## config.mk

```make
export PLATFORM = sky130hd
export DESIGN_NAME = calendar_sequencer_flat
export DESIGN_NICKNAME = d
export VERILOG_FILES = /design/src/rtl/calendar_sequencer_if.sv /design/src/rtl/calendar_sequencer.sv /design/src/flat_wrapper.sv
export SDC_FILE = /design/constraint.sdc
export NUM_CORES = 1
export LEC_CHECK = 0
export ABC_CLOCK_PERIOD_IN_PS = 9380
export BUFFER_PORTS_ARGS = -buffer_cell sky130_fd_sc_hd__buf_4
export CAP_MARGIN = 15
export CORE_ASPECT_RATIO = 0.7
export CORE_MARGIN = 2
export CORE_UTILIZATION = 50
export DETAILED_ROUTE_END_ITERATION = 10
export GPL_ROUTABILITY_DRIVEN = 0
export PLACE_DENSITY_LB_ADDON = 0.08
export SLEW_MARGIN = 20
export SYNTH_ARGS = -nofsm -noshare
export SYNTH_HDL_FRONTEND = slang
export SYNTH_SLANG_ARGS = --single-unit
```

## constraint.sdc

```tcl
create_clock -name clk -period 9.38 [get_ports clk]
set_clock_uncertainty 0.05 [all_clocks]
set_input_delay 1.407 -clock clk [delete_from_list [all_inputs] [get_ports clk]]
set_output_delay 1.407 -clock clk [all_outputs]
set_load 0.05 [all_outputs]
```

## src/rtl/calendar_sequencer_if.sv

```systemverilog
// rtl/calendar_sequencer_if.sv - date control and status bundle for calendar_sequencer
interface calendar_sequencer_if #(
  parameter int YEAR_W = 12
);
  logic              tick;
  logic              load;
  logic [4:0]        load_day;
  logic [3:0]        load_month;
  logic [YEAR_W-1:0] load_year;
  logic [4:0]        day;
  logic [3:0]        month;
  logic [YEAR_W-1:0] year;
  logic              leap;
  logic              eom;
  logic              eoy;
  logic              load_err;

  modport master (
    output tick, load, load_day, load_month, load_year,
    input  day, month, year, leap, eom, eoy, load_err
  );

  modport slave (
    input  tick, load, load_day, load_month, load_year,
    output day, month, year, leap, eom, eoy, load_err
  );
endinterface

```

## src/rtl/calendar_sequencer.sv

```systemverilog
// rtl/calendar_sequencer.sv - day/month/year counter sequencing the days_counter month-length decoder
module calendar_sequencer #(
  parameter int YEAR_W     = 12,
  parameter int RESET_YEAR = 2000
) (
  input logic                clk,
  input logic                rst,
  calendar_sequencer_if.slave bus
);
  logic [4:0]        day_q;
  logic [3:0]        month_q;
  logic [YEAR_W-1:0] year_q;
  logic              eom_q, eoy_q, load_err_q;
  logic              leap_cur, leap_ld;
  logic              c28, c29, c30, c31;
  logic              l28, l29, l30, l31;
  logic [4:0]        last_day, load_last_day;
  logic              load_ok;

  function automatic logic is_leap(input logic [YEAR_W-1:0] y);
    int unsigned yi;
    yi = 32'(y);
    return ((yi % 4) == 0) && (((yi % 100) != 0) || ((yi % 400) == 0));
  endfunction

  // Any pattern other than exactly one hot output falls back to a 31-day month.
  function automatic logic [4:0] month_len(input logic a28, a29, a30, a31);
    case ({a31, a30, a29, a28})
      4'b0001: return 5'd28;
      4'b0010: return 5'd29;
      4'b0100: return 5'd30;
      default: return 5'd31;
    endcase
  endfunction

  assign leap_cur = is_leap(year_q);
  assign leap_ld  = is_leap(bus.load_year);

  days_counter u_cur_len (
    .month (month_q),
    .leap  (leap_cur),
    .m28   (c28),
    .m29   (c29),
    .m30   (c30),
    .m31   (c31)
  );

  days_counter u_load_len (
    .month (bus.load_month),
    .leap  (leap_ld),
    .m28   (l28),
    .m29   (l29),
    .m30   (l30),
    .m31   (l31)
  );

  assign last_day      = month_len(c28, c29, c30, c31);
  assign load_last_day = month_len(l28, l29, l30, l31);
  assign load_ok       = (bus.load_month >= 4'd1) && (bus.load_month <= 4'd12) &&
                         (bus.load_day != 5'd0) && (bus.load_day <= load_last_day);

  always_ff @(posedge clk) begin
    if (rst) begin
      day_q      <= 5'd1;
      month_q    <= 4'd1;
      year_q     <= YEAR_W'(RESET_YEAR);
      eom_q      <= 1'b0;
      eoy_q      <= 1'b0;
      load_err_q <= 1'b0;
    end else begin
      eom_q      <= 1'b0;
      eoy_q      <= 1'b0;
      load_err_q <= 1'b0;
      if (bus.load) begin
        // A rejected load still claims the cycle, so a coincident tick is lost.
        if (load_ok) begin
          day_q   <= bus.load_day;
          month_q <= bus.load_month;
          year_q  <= bus.load_year;
        end else begin
          load_err_q <= 1'b1;
        end
      end else if (bus.tick) begin
        if (day_q < last_day) begin
          day_q <= day_q + 5'd1;
        end else begin
          day_q <= 5'd1;
          eom_q <= 1'b1;
          if (month_q < 4'd12) begin
            month_q <= month_q + 4'd1;
          end else begin
            month_q <= 4'd1;
            year_q  <= year_q + 1'b1;
            eoy_q   <= 1'b1;
          end
        end
      end
    end
  end

  assign bus.day      = day_q;
  assign bus.month    = month_q;
  assign bus.year     = year_q;
  assign bus.leap     = leap_cur;
  assign bus.eom      = eom_q;
  assign bus.eoy      = eoy_q;
  assign bus.load_err = load_err_q;
endmodule

module days_counter (
  input  logic [3:0] month,
  input  logic       leap,
  output logic       m28,
  output logic       m29,
  output logic       m30,
  output logic       m31
);
  always_comb begin
    m28 = 1'b0;
    m29 = 1'b0;
    m30 = 1'b0;
    m31 = 1'b0;
    case (month)
      4'd2: begin
        if (leap) m29 = 1'b1;
        else      m28 = 1'b1;
      end
      4'd4, 4'd6, 4'd9, 4'd11:                   m30 = 1'b1;
      4'd1, 4'd3, 4'd5, 4'd7, 4'd8, 4'd10, 4'd12: m31 = 1'b1;
      default: ;
    endcase
  end
endmodule

```

## src/flat_wrapper.sv

```systemverilog
// flat-port wrapper written by rule: the top's interface ports become plain ports
module calendar_sequencer_flat 
#(
  parameter int YEAR_W     = 12,
  parameter int RESET_YEAR = 2000
)
  (clk, rst, bus_tick, bus_load, bus_load_day, bus_load_month, bus_load_year, bus_day, bus_month, bus_year, bus_leap, bus_eom, bus_eoy, bus_load_err);
  calendar_sequencer_if #(.YEAR_W(YEAR_W)) bus_i ();
  input logic clk;
  input logic rst;
  input wire logic [$bits(bus_i.tick)-1:0] bus_tick;
  input wire logic [$bits(bus_i.load)-1:0] bus_load;
  input wire logic [$bits(bus_i.load_day)-1:0] bus_load_day;
  input wire logic [$bits(bus_i.load_month)-1:0] bus_load_month;
  input wire logic [$bits(bus_i.load_year)-1:0] bus_load_year;
  output wire logic [$bits(bus_i.day)-1:0] bus_day;
  output wire logic [$bits(bus_i.month)-1:0] bus_month;
  output wire logic [$bits(bus_i.year)-1:0] bus_year;
  output wire logic [$bits(bus_i.leap)-1:0] bus_leap;
  output wire logic [$bits(bus_i.eom)-1:0] bus_eom;
  output wire logic [$bits(bus_i.eoy)-1:0] bus_eoy;
  output wire logic [$bits(bus_i.load_err)-1:0] bus_load_err;
  assign bus_i.tick = bus_tick;
  assign bus_i.load = bus_load;
  assign bus_i.load_day = bus_load_day;
  assign bus_i.load_month = bus_load_month;
  assign bus_i.load_year = bus_load_year;
  assign bus_day = bus_i.day;
  assign bus_month = bus_i.month;
  assign bus_year = bus_i.year;
  assign bus_leap = bus_i.leap;
  assign bus_eom = bus_i.eom;
  assign bus_eoy = bus_i.eoy;
  assign bus_load_err = bus_i.load_err;
  calendar_sequencer #(.YEAR_W(YEAR_W), .RESET_YEAR(RESET_YEAR)) u_core (.clk(clk), .rst(rst), .bus(bus_i));
endmodule
```

Yosys cells after proc, flatten, opt, wreduce, memory -nomap -nowiden
Cells that the tools add are included.

Register bits: 24. Output and inout port bits: 25.

$add $sub $neg: 3. Divide/modulo/power cells: 4. Order comparisons: 5. Equality and inequality tests: 33. Muxes and demuxes: 31. Bitwise logic cells: 2. Reduce and logical (&&, ||, !) cells: 25.

Operators with widths (number): logical NOT 32 bit (4); remainder unit 12 x 7 -> 32 bit (second input constant) (2); remainder unit 12 x 9 -> 32 bit (second input constant) (2); nonzero test 32 bit (2); 2-to-1 mux 12 bit (5); equality test 4 x 3 -> 1 bit (second input constant) (10); equality test 4 bit (second input constant) (10); equality test 4 x 2 -> 1 bit (second input constant) (6); 2-to-1 mux 4 bit (5); 2-to-1 mux 5 bit (4); equality test 4 x 1 -> 1 bit (second input constant) (4); 2-to-1 mux 1 bit (15); OR reduction 7 bit (2); adder 12 x 1 -> 12 bit (second input constant) (1); case mux 2 bit (3 select lines) (2); OR reduction 4 bit (3); adder 5 x 1 -> 5 bit (second input constant) (1); less-or-equal comparator 5 bit (1); logical AND 1 bit (5); less-than comparator 5 bit (1); nonzero test 5 bit (1); adder 4 x 1 -> 4 bit (second input constant) (1); greater-or-equal comparator 4 x 1 -> 1 bit (second input constant) (1); less-or-equal comparator 4 bit (second input constant) (1); other kinds (11) (14).

Depth between registers and ports, before layout
Gate-level depths: netlist (run 1).

Depth in word-level cells: 12. Depth in mapped cells: 30. Depth with buffers taken out: 28.

By module
Synthesis (run 1) repeated with hierarchy kept, for this count alone.

Cells, all modules: 560. Area, all modules: 3917.5 um2.

Modules (own cells, without submodules): calendar_sequencer (times used 1, cells an instance 544, area an instance 3787.4 um2, sequential area each 480.5 um2); days_counter (times used 2, cells an instance 8, area an instance 65.1 um2, sequential area each 0.0 um2).

Least setup slack after synthesis (run 1)
OpenSTA, ideal clock, no wires.

Path type: input-to-reg. From: in bus_load_year[9]. To: reg u_core.year_q[1] (netlist: u_core.bus.year[1]). Library setup time: 0.121 ns. Arrival time: 7.387 ns. Required time: 9.209 ns. Path slack: 1.823 ns. Stages: 28. Path buffers: 2. Cell sequence: nor3_1 -> nor2b_1 -> ha_1 -> or3_1 -> clkbuf_1 -> and3_1 -> buf_2 -> or2_2 -> o32a_1 -> o221ai_1 -> and3_1 -> o21ai_0 -> a31oi_2 -> maj3_1 -> a21oi_1 -> o32a_1 -> maj3_1 -> xnor2_1 -> mux2i_1 -> a21oi_1 -> ha_1 -> nand2_1 -> nand4_1 -> o22ai_1 -> nor3_1 -> a31oi_1 -> a21boi_1 -> mux2_2.

Cells in the longest elaborated chain, start to end: 12. Elaborated cells between the ends (all ways): 18. Classes of those cells: div (2); order compare (1); eq/ne (4); mux (5); reduce/logical (6).

RTL lines: start, declared (RTL line flat_wrapper.sv:15) `input wire logic [$bits(bus_i.load_year)-1:0] bus_load_year;`; remainder unit 12 x 7 -> 32 bit or remainder unit 12 x 9 -> 32 bit (tied branches) (RTL line calendar_sequencer.sv:23) `return ((yi % 4) == 0) && (((yi % 100) != 0) || ((yi % 400) == 0));`; nonzero test 32 bit or logical NOT 32 bit (tied branches) (RTL line calendar_sequencer.sv:23); logical OR 1 bit * (RTL line calendar_sequencer.sv:23); logical AND 1 bit * (RTL line calendar_sequencer.sv:23); 2-to-1 mux 1 bit (RTL line calendar_sequencer.sv:125) `if (leap) m29 = 1'b1;`; 2-to-1 mux 1 bit (RTL line calendar_sequencer.sv:123) `case (month)`; equality test 4 x 3 -> 1 bit (tied with other cells) (RTL line calendar_sequencer.sv:28) `case ({a31, a30, a29, a28})`; case mux 2 bit (3 select lines) * (RTL line calendar_sequencer.sv:28); less-or-equal comparator 5 bit * (RTL line calendar_sequencer.sv:60) `(bus.load_day != 5'd0) && (bus.load_day <= load_last_day);`; logical AND 1 bit * (RTL line calendar_sequencer.sv:60); != test 2 x 1 -> 1 bit (no line) *; AND reduction 4 bit (no line) *; end signal, assigned (RTL line calendar_sequencer.sv:66) `year_q <= YEAR_W'(RESET_YEAR);`; end signal, assigned (RTL line calendar_sequencer.sv:79) `year_q <= bus.load_year;`; end signal, assigned (RTL line calendar_sequencer.sv:93) `year_q <= year_q + 1'b1;`; end, declared (RTL line calendar_sequencer.sv:12) `logic [YEAR_W-1:0] year_q;`.

Mark *: on every way between the ends. The rest lies on a longest branch, timed or not. A chain may end at the register's enable or synchronous reset.

Final worst setup path (run 1)
From: in bus_load_year[8]. To: reg u_core.year_q[11] (netlist: u_core.bus.year[11]).

The elaborated chain is that of the path after synthesis.

==> results of run 1 <==
[routing by layer]
metal / track usage [%] / vias to the layer above / part of all wire [%] / wire length, um
met5: 0 / - / 0 / 0
met4: 2.41 / 0 / 0.076 / 9
met3: 3.90 / 2 / 9.8 / 1160
met2: 38.1 / 253 / 42 / 4930
met1: 43.9 / 2153 / 48 / 5700
li1: - / 2239 / - / -
[flip-flops by register name (all words and copies together) (netlist names)]
register / cells
u_core.bus.eoy: 1
u_core.bus.month: 4
u_core.bus.year: 12
u_core.bus.eom: 1
u_core.bus.load_err: 1
u_core.bus.day: 5
[through the flow]
step | cells | setup slack (ns) | power, W | cell area, um2 | hold WS (ns)
2_1_floorplan | 566 | 1.82 | 0.000444 | 3930 | 0.670
3_3_place_gp | 679 | 1.01 | 0.000524 | 4270 | 0.484
3_5_place_dp | 679 | 0.728 | 0.000530 | 4270 | 0.486
4_1_cts | 682 | 0.959 | 0.000595 | 4310 | 0.506
5_1_grt | 682 | 0.0411 | 0.000645 | 4310 | 0.542
6_report | 682 | 0.889 | 0.000603 | 4310 | 0.502
[placed cells by master (no fill, tap or decap), drive strengths merged, types with 8 or more instances in the layout]
cell type / Yosys / routed
nand2: 54 / 54
buf: 11 / 50
nor2: 49 / 49
a21oi: 43 / 43
nor3: 33 / 33
nand3: 25 / 25
o21ai: 25 / 25
dfxtp: 24 / 24
inv: 20 / 20
ha: 12 / 12
o21a: 11 / 11
xnor2: 11 / 11
nor4: 10 / 10
o32a: 10 / 10
a211oi: 10 / 10
and3: 9 / 9
a31oi: 9 / 9
a211o: 8 / 8
o211ai: 8 / 8
o32ai: 8 / 8
[worst max-delay path: cells and delay by family]
kind / cells / cell delay (ns)
AO/OA/AOI/OAI: 13 / 3.32
adder cells (fa/ha/maj): 3 / 0.95
multiplexers: 1 / 0.20
AND/OR/NAND/NOR: 8 / 2.13
XOR/XNOR: 1 / 0.19
buffers and inverters: 2 / 0.39
[final cells by class]
type / instances / area (um2)
flip-flops and latches: 24 / 480
well taps: 98 / 123
clock buffers: 3 / 41.3
inverters: 22 / 82.6
repair buffers: 50 / 375
fillers: 715 / 3140
multi-input cells: 485 / 3210
[power groups by stage]
stage / combinational, W / sequential [W] / clock (W)
after floorplan: 0.000306 / 0.000138 / 0
after detailed placement: 0.000403 / 0.000127 / 0
final: 0.000414 / 0.000125 / 0.0000635
after CTS: 0.000406 / 0.000125 / 0.0000641
after global placement: 0.000398 / 0.000126 / 0
after global routing: 0.000450 / 0.000127 / 0.0000681
[cell families after synthesis]
kind of cell | count (synthesis) | synth area share (%)
multiplexers | 9 | 2.36
AO/OA/AOI/OAI | 212 | 40.9
flip-flops | 24 | 12.2
AND/OR/NAND/NOR | 235 | 30.7
XOR/XNOR | 15 | 3.54
buffers and inverters | 57 | 5.99
adder cells (fa/ha/maj) | 14 | 4.33
[worst max path at each step]
stage | endpoint | slack, ns | cells after the start
final | u_core.bus.year[11] | 0.89 | 28
after global routing | u_core.bus.year[5] | 0.04 | 28
after CTS | u_core.bus.year[5] | 0.96 | 28
after detailed placement | u_core.bus.year[5] | 0.73 | 28
after global placement | u_core.bus.year[5] | 1.01 | 28
after floorplan | u_core.bus.year[1] | 1.82 | 28
==> flow_summary.yaml, run 1 <==
sta:
  fin_crit_ns: 8.49
  grt_setup_unrepaired: "no"
  tightest_slew_ns: 1.07
  slew_viol_final: 0
  setup_viol: 0
  period_share_pct: 90.5
  fin_setup_tns_ns: 0
  fmax_mhz: 118
  hold_viol: 0
  maxSlewHeadroom_pct: 27.1
floorplanning:
  rows: 26
  dieArea_um2: 8590
  die-width_um: 110
  die_y_um: 78.2
  core_area_um2: 7450
  io_pins: 50
  initial_core_util_pct: 52.7
setup_path:
  crit_slowest_cell: "nor3_1"
  reg2reg_depth: 18
  required_ns: 9.49
  setup.worst_path.start_class: "primary input"
  slowest_delay_ns: 0.55
  regToRegEndpoint: "u_core.bus.year[11]"
  cp-end-kind: "flip-flop"
  startpoint: "bus_load_year[8]"
  worstSetupPathType: "in2reg"
  rrSetupSlack_ns: 2.83
  arrival_ns: 8.60
  rr_startpoint: "u_core.bus.year[8]"
  cp_max_fo: 15
routing:
  vias_per_cell: 6.81
  ant_nets: 0
  drt-pass1-iter-count: 5
  num_vias: 4647
  wl_per_cell_um: 17.3
  drtIter0Drc: 562
  drc_errors: 0
  routed_wirelength_mm: 11.8
layout:
  fin_util_pct: 57.9
  area_growth_pct: 9.84
  nets: 623
  diodes: 0
  drive_gt1_share_pct: 14.0
clock_network:
  cts_setup_buffers: 0
  htree_levels: 1
  clockRootBuffer: "clkbuf_8"
  path_clk_slew_ns: 0.09
  clk_latency_ns: 0.27
  clock_sinks: 24
  cts_tree: "done"
  cts-resized-gates: 0
  hold_buffers: 0
  clockBufferDepth: 2
  cts-buffers-inserted: 3
power:
  p_leak_nw: 1.64
  pwr-share-seq_pct: 20.7
  p_sw_share_pct: 50.7
  ir_worst_vdd_v: 0.000122
  power.internal_w: 0.000297
  power_density_nw_per_um2: 140
  pwr-share-clk_pct: 10.5
  p_sw_w: 0.000305
  comb_power_share_pct: 68.7
placed_design:
  portBuffers: 49
  dpl.hpwl_mm: 8.91
global_route:
  grt_overflow: 0
  antenna_found_initial: 0
  grt_pass1_vias: 3940
  grt_pass1_wl_mm: 19.4
  groute.usage.overall_pct: 27.1
  grt_max_degree: 31
synth:
  netlist_top_cells_count: "54 x nand2_1, 49 x nor2_1, 42 x a21oi_1, 31 x nor3_1"
  netlist_area_um2: 3930
  synth-edff-count: 0
  synth_top_flop_cell: "dfxtp_1"
  synth_async_sr_flop_share_pct: 0
  yosys_warnings: 0
  synth_largest_area_cell: "dfxtp_1"
  synth_cells: 566
  synth_most_common_cell: "nand2_1"
  ys_types: 86
  ys_seq_elements: 24
  synth_nets: 603
  yosysTopAreaCellShare_pct: 12.2
  synth_seq_area_share_pct: 12.2
  synthTopCellsByArea: "dfxtp_1 12%, a21oi_1 5.4%, nand2_1 5.2%"
  avgSynthCellArea_um2: 6.94
hold_path:
  min_to: "u_core.bus.day[3]"
  hold_depth: 2
  hold_class: "reg2reg"
  hp-start: "u_core.bus.day[3]"
flow_run:
  max_cap_viol_count: 0
outcome:
  run_status: "finished, final reports clean"
Power figures use the tool's default switching activity.
==> run 2: changes to the inputs <==
Settings changed: MAX_ROUTING_LAYER set to met4, PLACE_DENSITY_LB_ADDON 0.08 to 0.25.
==> run 2 against run 1 <==
Compared with the run above:
- flip-flop and latch count stayed put
- largest cell class unchanged
- combinational power shrank 1%
- setup slack worse by 0.18 ns
- clock power increased by 47%
- utilization is 0.40 points higher
==> flow_summary.yaml, run 2 (same netlist as run 1, synthesis figures left out) <==
outcome:
  run_status: "finished, final reports clean"
sta:
  fmax_mhz: 115
  hold_viol: 0
  fin_setup_tns_ns: 0
  grt_setup_unrepaired: "no"
  maxSlewHeadroom_pct: 32.5
  hold_ws_ns: 0.521
  fin_crit_ns: 8.67
  fin_ws_ns: 0.705
  setup_viol: 0
  slew_viol_final: 0
  tightest_slew_ns: 0.986
  period_share_pct: 92.5
global_route:
  antenna_found_initial: 0
  grt_pass1_wl_mm: 19.1
  groute.usage.overall_pct: 27.1
  grt_max_degree: 31
  grt_pass1_vias: 4046
  grt_overflow: 0
clock_network:
  hold_buffers: 0
  cts_tree: "done"
  clock_sinks: 24
  cts-resized-gates: 0
  clockRootBuffer: "clkbuf_8"
  clockBufferDepth: 2
  path_clk_slew_ns: 0.10
  cts-buffers-inserted: 3
  clk_latency_ns: 0.28
  htree_levels: 1
  cts_setup_buffers: 0
layout:
  area_growth_pct: 10.6
  largest_register_ffs: 12
  final_cell_mix: "54 x nand2_1, 50 x buf_4, 49 x nor2_1, 42 x a21oi_1, 31 x nor3_1"
  diodes: 0
  fill_cells: 701
  nets: 623
  drive_gt1_share_pct: 14.2
  final_common_cell: "nand2_1"
routing:
  drtIter0Drc: 472
  ant_nets: 0
  wl_per_cell_um: 16.8
  drt-pass1-iter-count: 6
  routed_wirelength_mm: 11.5
  vias_per_cell: 6.72
  num_vias: 4590
  drc_errors: 0
setup_path:
  required_ns: 9.46
  cp-end-kind: "flip-flop"
  worstSetupPathType: "in2reg"
  slowest_delay_ns: 0.57
  reg2reg_depth: 18
  arrival_ns: 8.75
  rrSetupSlack_ns: 2.85
  startpoint: "bus_load_year[8]"
  rr_startpoint: "u_core.bus.year[8]"
  setup.worst_path.start_class: "primary input"
  cp_max_fo: 15
  crit_end: "u_core.bus.year[11]"
  regToRegEndpoint: "u_core.bus.year[11]"
  crit_slowest_cell: "a21boi_0"
placed_design:
  place_ws_ns: 0.629
  portBuffers: 49
  dpl.hpwl_mm: 8.59
floorplanning:
  die-width_um: 110
  initial_core_util_pct: 52.7
  dieArea_um2: 8590
  core_area_um2: 7450
  die_y_um: 78.2
  rows: 26
  io_pins: 50
power:
  p_leak_nw: 1.65
  power_density_nw_per_um2: 144
  ir_worst_vdd_v: 0.0000928
hold_path:
  hold_class: "reg2reg"
flow_run:
  max_cap_viol_count: 0
## run 2: changes by cell type in the layout (fill, tap and decap cells not counted), sizes merged
cell / previous run / this run
bufinv: 0 / 1
## run 2: per-layer routing
layer	up-vias	routed length [um]	share of wire [%]	GRT usage (%)
met5	-	0	0	-
met4	0	57	0.50	4.56
met3	8	987	8.6	2.74
met2	225	4840	42	39.6
met1	2116	5580	49	40.6
li1	2241	-	-	-
## run 2: metrics by stage
| step | total power [W] | area, um2 | std cells | util, % |
|---|---|---|---|---|
| floorplan | 0.000444 | 3930 | 566 | - |
| global placement | 0.000519 | 4270 | 679 | 57.4 |
| detailed placement | 0.000527 | 4270 | 679 | 57.4 |
| CTS | 0.000621 | 4340 | 683 | 58.3 |
| global route | 0.000672 | 4340 | 683 | 58.3 |
| finish | 0.000628 | 4340 | 683 | 58.3 |
## run 2: area by class of cell
class	count	area [um2]	area share [%]
Timing Repair Buffer	50	375	8.64
Inverter	22	82.6	1.90
Sequential cell	24	480	11.1
Tap cell	98	123	2.82
Clock buffer	3	41.3	0.950
Multi-Input combinational cell	485	3210	73.9
Clock inverter	1	30.0	0.691
## run 2: worst max-delay path, delay by kind of cell
family / cells / cell delay (ns)
buf+inv: 2 / 0.38
fa+ha+maj: 3 / 0.94
simple gates: 10 / 2.59
compound gates: 9 / 2.56
xor+xnor: 3 / 0.64
mux: 1 / 0.20
## run 2: how the worst min path moves through the flow
stage,startpoint,to,slack (ns),cells past startpoint
2_1_floorplan,u_core.bus.day[3],u_core.bus.day[3],0.67,2
3_3_place_gp,u_core.bus.day[3],u_core.bus.day[3],0.48,2
3_5_place_dp,u_core.bus.day[4],u_core.bus.day[4],0.49,2
4_1_cts,u_core.bus.day[4],u_core.bus.day[4],0.51,2
5_1_grt,u_core.bus.day[3],u_core.bus.day[3],0.55,2
6_report,u_core.bus.day[4],u_core.bus.day[4],0.52,2
## run 2: report_power, final
group	internal (W)	leakage, nW	switching (W)	total (W)
combinational	0.000160	1.42	0.000249	0.000409
clock	0.0000571	0.0357	0.0000363	0.0000934
sequential	0.000108	0.197	0.0000168	0.000125
total	0.000326	1.65	0.000302	0.000628
==> run 3: changes to the inputs <==
Settings changed: PLACE_DENSITY set to 0.78, PLACE_DENSITY_LB_ADDON 0.25 to unset.
==> run 3 against run 2 <==
Compared with the run above:
- clock-buffer cell count increased by 1
- combinational power increased by 1%
- critical endpoint is now u_core.bus.year[5]
- total power decreased by 2.3%
- maximum frequency increased by 3.5%
- first-iteration DRC count decreased by 7.8%
- largest cell class unchanged
- via count increased by 2.5%
- register-to-register slack about the same
- highest routed layer unchanged
- cell count increased by 0.15%
- setup slack improved by 0.29 ns
- clock power decreased by 21%
==> flow_summary.yaml, run 3 (same netlist as run 1, synthesis figures left out) <==
outcome:
  run_status: "finished, final reports clean"
layout:
  final_common_cell: "nand2_1"
  final_area_um2: 4340
  final_cell_mix: "54 x nand2_1, 51 x buf_4, 49 x nor2_1, 42 x a21oi_1, 31 x nor3_1"
  fin_util_pct: 58.2
  fin_cells: 684
  drive_gt1_share_pct: 14.3
  area_growth_pct: 10.4
  largest_register_ffs: 12
  diodes: 0
  nets: 624
sta:
  grt_setup_unrepaired: "no"
  slew_viol_final: 0
  fin_crit_ns: 8.38
  tightest_slew_ns: 1.03
  fmax_mhz: 119
  setup_viol: 0
  period_share_pct: 89.3
  fin_ws_ns: 0.999
  fin_setup_tns_ns: 0
  maxSlewHeadroom_pct: 29.7
  hold_viol: 0
global_route:
  groute.usage.overall_pct: 27.4
  grt_pass1_vias: 4173
  grt_max_degree: 31
  antenna_found_initial: 0
  grt_pass1_wl_mm: 19.4
  grt_overflow: 0
routing:
  ant_nets: 0
  num_vias: 4707
  drc_errors: 0
  vias_per_cell: 6.88
  routed_wirelength_mm: 11.6
  drtIter0Drc: 435
  drt-pass1-iter-count: 5
  wl_per_cell_um: 17.0
power:
  p_leak_nw: 1.65
  p_sw_w: 0.000307
  p_sw_share_pct: 50.0
  power.internal_w: 0.000306
  pwr-share-clk_pct: 12.1
  comb_power_share_pct: 67.5
  power_density_nw_per_um2: 141
  ir_worst_vdd_v: 0.000105
  pwr-share-seq_pct: 20.4
clock_network:
  clk_latency_ns: 0.27
  cts_setup_buffers: 0
  hold_buffers: 0
  cts-resized-gates: 0
  htree_levels: 1
  clock_sinks: 24
  clockRootBuffer: "clkbuf_8"
  path_clk_slew_ns: 0.09
  cts_tree: "done"
  clockBufferDepth: 2
  cts-buffers-inserted: 3
setup_path:
  crit_slowest_cell: "o32ai_1"
  cp_max_fo: 15
  slowest_delay_ns: 0.55
  arrival_ns: 8.48
  cp-end-kind: "flip-flop"
  worstSetupPathType: "in2reg"
  required_ns: 9.48
  cp_common_cell: "buf_4"
  setup.worst_path.start_class: "primary input"
floorplanning:
  initial_core_util_pct: 52.7
  die-width_um: 110
  core_area_um2: 7450
  rows: 26
  dieArea_um2: 8590
  io_pins: 50
  die_y_um: 78.2
hold_path:
  hold_class: "reg2reg"
placed_design:
  place_ws_ns: 0.867
  dp_cells: 680
  portBuffers: 49
  dpl.hpwl_mm: 8.68
  postPlaceCellArea_um2: 4280
flow_run:
  max_cap_viol_count: 0
run 3: cell count changes in the layout (fill, tap and decap cells not counted):
cell / before / now
clkbuf_8: 3 / 4
buf_4: 50 / 51
bufinv_16: 1 / 0
run 3: layout make-up:
cell class / instances / area, um2
fill: 712 / 3110
inverter: 22 / 82.6
clock buffer: 4 / 55.1
multi-input combinational: 485 / 3210
sequential: 24 / 480
timing repair buffer: 51 / 383
tap: 98 / 123
run 3: power groups by stage:
stage | Sequential [W] | Clock (W) | Combinational, W
2_1_floorplan | 0.000138 | 0 | 0.000306
3_3_place_gp | 0.000126 | 0 | 0.000392
3_5_place_dp | 0.000127 | 0 | 0.000402
4_1_cts | 0.000125 | 0.0000746 | 0.000404
5_1_grt | 0.000127 | 0.0000795 | 0.000449
6_report | 0.000125 | 0.0000739 | 0.000414
run 3: critical path, delay by kind of cell:
kind	cells	cell delay, ns
AOI/OAI and AO/OA	13	3.45
buffers and inverters	3	0.54
and+or+nand+nor	8	1.73
muxes	1	0.20
xor gates and xnor gates	1	0.19
adders and majority gates	3	0.94
run 3: path summary, 6_finish.rpt:
check / from / end / slack, ns / cells past startpoint
hold reg to reg: u_core.bus.day[4] / u_core.bus.day[4] / 0.51 / 2
setup reg to reg: u_core.bus.year[8] / u_core.bus.year[5] / 2.84 / 18
hold / removal: u_core.bus.day[4] / u_core.bus.day[4] / 0.51 / 2
setup / recovery: bus_load_year[8] / u_core.bus.year[5] / 1.0 / 29
run 3: metal layers:
metal / up-vias / global-route usage, % / part of all wire, %
li1: 2248 / - / -
met1: 2170 / 39.7 / 46
met2: 275 / 41.2 / 43
met3: 14 / 3.82 / 9.9
met4: 0 / 3.80 / 0.67
met5: - / - / 0
run 3: through the flow:
stage | hold WS (ns) | total power (W)
global route | 0.545 | 0.000655
floorplan | 0.670 | 0.000444
CTS | 0.508 | 0.000603
finish | 0.509 | 0.000613
detailed placement | 0.493 | 0.000529
global placement | 0.489 | 0.000519
